### src/rtl/riscv_defs.sv
// Shared RISC-V front-end constants: datapath width and canonical NOP.
// The decode stage imports the same definitions.
package riscv_defs;

  localparam int unsigned RV_XLEN = 32;

  // ADDI x0,x0,0
  localparam logic [RV_XLEN-1:0] RV_NOP_INSTR = 32'h0000_0013;

endpackage : riscv_defs

### src/rtl/fetch_decode_queue_mem.sv
// DEPTH x WIDTH register array for the fetch/decode queue.
// It has one synchronous write port and one asynchronous read port.
module fetch_decode_queue_mem #(
  parameter int unsigned DEPTH = 2,
  parameter int unsigned WIDTH = 64,
  localparam int unsigned AW   = $clog2(DEPTH)
) (
  input  logic             clk,
  input  logic             i_we,
  input  logic [AW-1:0]    i_waddr,
  input  logic [WIDTH-1:0] i_wdata,
  input  logic [AW-1:0]    i_raddr,
  output logic [WIDTH-1:0] o_rdata
);

  logic [WIDTH-1:0] r_mem [DEPTH];

  // NOTE: storage is deliberately left out of reset; count/pointers already mark it
  // invalid, and a resettable array would block mapping onto plain flops or RAM.
  always_ff @(posedge clk) begin
    if (i_we) r_mem[i_waddr] <= i_wdata;
  end

  assign o_rdata = r_mem[i_raddr];

endmodule : fetch_decode_queue_mem

### src/rtl/fetch_decode_queue.sv
// Instruction buffer between fetch and decode. It holds {pc, instruction} pairs in
// FIFO order, drops everything on flush, and shows a NOP to decode when it is empty.
module fetch_decode_queue
  import riscv_defs::*;
#(
  parameter int unsigned    XLEN      = RV_XLEN,
  parameter int unsigned    DEPTH     = 2,
  parameter logic [XLEN-1:0] NOP_INSTR = XLEN'(RV_NOP_INSTR)
) (
  input  logic                       clk,
  input  logic                       reset,
  input  logic                       in_valid,
  output logic                       in_ready,
  input  logic [XLEN-1:0]            in_pc,
  input  logic [XLEN-1:0]            in_instruction,
  input  logic                       flush,
  output logic                       out_valid,
  input  logic                       out_ready,
  output logic [XLEN-1:0]            out_pc,
  output logic [XLEN-1:0]            out_instruction,
  output logic [$clog2(DEPTH+1)-1:0] count
);

  localparam int unsigned     PW         = $clog2(DEPTH);
  localparam int unsigned     CW         = $clog2(DEPTH+1);
  localparam logic [CW-1:0]   FULL_COUNT = CW'(DEPTH);

  logic [PW-1:0]     r_wr_ptr;
  logic [PW-1:0]     r_rd_ptr;
  logic [CW-1:0]     r_count;
  logic              w_push;
  logic              w_pop;
  logic [2*XLEN-1:0] w_rd_data;

  // Both handshakes depend only on registered count, so nothing combinational
  // links in_* to out_* or out_ready to in_ready.
  assign in_ready  = (r_count != FULL_COUNT);
  assign out_valid = (r_count != '0);
  assign w_push    = in_valid  & in_ready  & ~flush;
  assign w_pop     = out_valid & out_ready & ~flush;

  // NOTE: all state updates use non-blocking assignments so every register
  // samples the pre-edge values, whatever order the statements are in.
  always_ff @(posedge clk or posedge reset) begin
    if (reset) begin
      r_wr_ptr <= '0;
      r_rd_ptr <= '0;
      r_count  <= '0;
    end else if (flush) begin
      r_wr_ptr <= '0;
      r_rd_ptr <= '0;
      r_count  <= '0;
    end else begin
      if (w_push) r_wr_ptr <= PW'(r_wr_ptr + PW'(1));
      if (w_pop)  r_rd_ptr <= PW'(r_rd_ptr + PW'(1));
      case ({w_push, w_pop})
        2'b10:   r_count <= CW'(r_count + CW'(1));
        2'b01:   r_count <= CW'(r_count - CW'(1));
        default: r_count <= r_count;
      endcase
    end
  end

  fetch_decode_queue_mem #(
    .DEPTH (DEPTH),
    .WIDTH (2*XLEN)
  ) u_mem (
    .clk     (clk),
    .i_we    (w_push),
    .i_waddr (r_wr_ptr),
    .i_wdata ({in_pc, in_instruction}),
    .i_raddr (r_rd_ptr),
    .o_rdata (w_rd_data)
  );

  assign out_pc          = out_valid ? w_rd_data[2*XLEN-1:XLEN] : '0;
  assign out_instruction = out_valid ? w_rd_data[XLEN-1:0]      : NOP_INSTR;
  assign count           = r_count;

endmodule : fetch_decode_queue

### config.mk
export PLATFORM = sky130hd
export DESIGN_NAME = fetch_decode_queue
export DESIGN_NICKNAME = d
export VERILOG_FILES = /design/src/rtl/riscv_defs.sv /design/src/rtl/fetch_decode_queue_mem.sv /design/src/rtl/fetch_decode_queue.sv
export SDC_FILE = /design/constraint.sdc
export NUM_CORES = 1
export LEC_CHECK = 0
export ABC_AREA = 1
export BUFFER_PORTS_ARGS = -buffer_cell sky130_fd_sc_hd__buf_4
export CORE_MARGIN = 2
export CORE_UTILIZATION = 48
export DETAILED_ROUTE_END_ITERATION = 16
export GPL_TIMING_DRIVEN = 0
export PLACE_DENSITY = 0.87
export SLEW_MARGIN = 40
export SYNTH_ARGS = -nofsm -noshare
export SYNTH_HDL_FRONTEND = slang
export SYNTH_HIERARCHICAL = 1
export SYNTH_SLANG_ARGS = --single-unit
### constraint.sdc
create_clock -name clk -period 3.9 [get_ports clk]
set_input_delay 0.39 -clock clk [delete_from_list [all_inputs] [get_ports clk]]
set_output_delay 0.39 -clock clk [all_outputs]
set_load 0.01 [all_outputs]
==> flow_summary_export.csv <==
group,metric,value,unit
status,outcome,"finished clean",
critical_path,cp_num_buf_inv,3,
timing,fmax,463,MHz
die,core_area,0.0113,mm2
critical_path,cp_top_family,"buffers and inverters",
synthesis,ys_warn_count,6,
clocking,cts_root_buffer,"clkbuf_16",
place,place.port_buffers,136,
clocking,htree_num_levels,4,
die,io_pins,137,
timing,slew_headroom,68.2,%
critical_path,arrival,1.77,ns
critical_path,start_kind,"flop",
min_path,hold_path_class,"primary input to flop",
detailed_routing,drtAntennaViolNets,0,
timing,rsz0062_at_grt,"no",
place,hpwl,7.71,mm
synthesis,syn_inst,509,
synthesis,ys_types,18,
timing,min_period_over_period,55.4,%
synthesis,synth_area,0.00550,mm2
clocking,path_clk_slew,0.06,ns
critical_path,worstSetupPathType,"flop to output port",
pwr,p_leak,0.00340,uW
critical_path,required,3.51,ns
detailed_routing,drc,0,
grt,grt_pass1_vias,3931,
synthesis,syn_area_per_cell,10.8,um2
finish,fin_util,65.0,%
clocking,cts_tree,"yes",
critical_path,slowest_stage,"dfrtp_1",
clocking,insertion_delay,0.41,ns
die,die_width,111,um
synthesis,synth.largest_area_cell,"edfxtp_1",
synthesis,ys_ff_latch,132,
critical_path,critPathMaxFanout,10,
clocking,cts-buffers-inserted,17,
grt,track_usage,19.1,%
pwr,p_per_area,676,mW/mm2
clocking,clockBufferDepth,2,
critical_path,critPathMaxStageDelay,0.43,ns
finish,layout.nets,738,
grt,grt_first_pass_wirelength,18.2,mm
timing,setup_viol,0,
pwr,vdd_ir_drop_max,0.465,mV
synthesis,synth_nets,578,
detailed_routing,drt_iter0_markers,169,
die,fp.dieH,111,um
timing,slew_violations,0,
grt,antenna_found_initial,0,
finish,n_fill_cell,843,
detailed_routing,dr.pass1.iters,4,
critical_path,path_cells,"nor2_1, buf_2, buf_4, nor2_1, buf_4",
detailed_routing,vias,3835,
finish,area_growth,33.8,%
synthesis,synth_top_area_share,69.9,%
clocking,clock_sinks,132,
detailed_routing,wl_per_cell,13.7,um
die,design.die.area,0.0123,mm2
grt,grt_overflow,0,
finish,diodes,0,
run,drv_cap,0,
critical_path,crit_path_end_kind,"output port",
finish,drive_gt1_share,29.6,%
timing,fin_setup_tns,0,ns
grt,grt_max_degree,37,
die,start_util,48.6,%
timing,period_minus_slack,2.16,ns
place,place_congestion,0.811,
synthesis,synth_area_leaders,"edfxtp_1 70%, nand2_1 14%, inv_1 4.7%",
timing,skew,0.00588,ns
synthesis,synth-seq-area-share,71.7,%
die,std_cell_rows,39,
detailed_routing,viasPerCell,4.65,
detailed_routing,wirelength,11.3,mm
timing,hold_viol,0,
timing,worst_pin_slew,0.476,ns
clocking,postCtsSetupBuffers,0,
-- routing by layer --
layer  routed length (um)  share of wire [%]  GRT usage [%]
met1                 4630                 41           22.1
met2                 5950                 53           34.8
met3                  611                5.4           5.08
met4                  136                1.2           5.43
met5                    0                  0              0
-- registers in the layout (all words and copies together) (netlist names) --
signal	cells
r_wr_ptr	1
count	2
u_mem/r_mem	128
r_rd_ptr	1
-- logic make-up after synthesis --
kind of cell           share of synthesized area (%)
AND/OR/NAND/NOR                                 20.0
flip-flops                                      71.7
buffers and inverters                           7.94
AO/OA/AOI/OAI                                  0.296
-- cell type report --
cell class | count | area, um2 | area share [%]
Buffer | 20 | 170 | 2.31
Clock buffer | 19 | 433 | 5.89
Clock inverter | 13 | 113 | 1.53
Inverter | 71 | 269 | 3.66
Multi-Input combinational cell | 286 | 1120 | 15.3
Sequential cell | 132 | 3940 | 53.6
Tap cell | 143 | 179 | 2.43
Timing Repair Buffer | 141 | 1120 | 15.2
-- power breakdown --
group          leakage, uW  total, uW  internal (uW)  switching [uW]
clock             0.000254       1440            871             568
combinational      0.00192       1710            745             967
sequential         0.00122       1820           1760            58.9
total              0.00340       4970           3380            1590
-- per-stage QoR --
step	power (uW)	instance area (um2)	setup WS, ns	hold slack (ns)	cells
finish	4970	7350	1.74	0.165	825
floorplan	2770	5500	0.919	0.156	509
global route	5260	7350	1.62	0.146	825
CTS	5020	7350	1.69	0.153	825
detailed placement	3570	6800	1.83	0.293	792
global placement	3490	6700	0.164	0.290	788
-- synth_stat cells, drive strengths merged --
cell type,n
nand3b,1
nor2,66
clkbuf,6
nand3,2
a21oi,1
nand2,211
dfrtp,4
inv,71
or2,3
edfxtp,128
nor3b,1
o21a,1
buf,14
-- what timing repair did --
item                                   4_1_cts  5_1_grt
gates resized for setup                      0        0
endpoints found under the hold margin        4        0
setup endpoints to repair                    0        0
hold buffers                                 1        0
-- path summary, 6_finish.rpt --
path                       depth (start not counted)  slack (ns)                 end                from
max                                                5        1.74          out_pc[29]            count[0]
min                                                1        0.17  u_mem/r_mem[1][21]  in_instruction[21]
max reg2reg                                        8        1.81  u_mem/r_mem[0][27]            count[0]
min reg2reg                                        2        0.60            count[1]            count[1]
max in group asynchronous                          3        3.31            r_rd_ptr               reset
min in group asynchronous                          3        0.43            count[0]               reset
-- cells in the final DEF (no fill, tap or decap), types with 3 or more instances in the layout --
master      count
buf_2           7
buf_4         143
clkbuf_16      17
clkbuf_8        6
clkinv_4        4
clkinvlp_4      4
dfrtp_1         4
edfxtp_1      128
inv_1          68
nand2_1       207
nand2_2         4
nor2_1         64
or2_2           3
No activity file was read; power rests on OpenSTA's default activity.
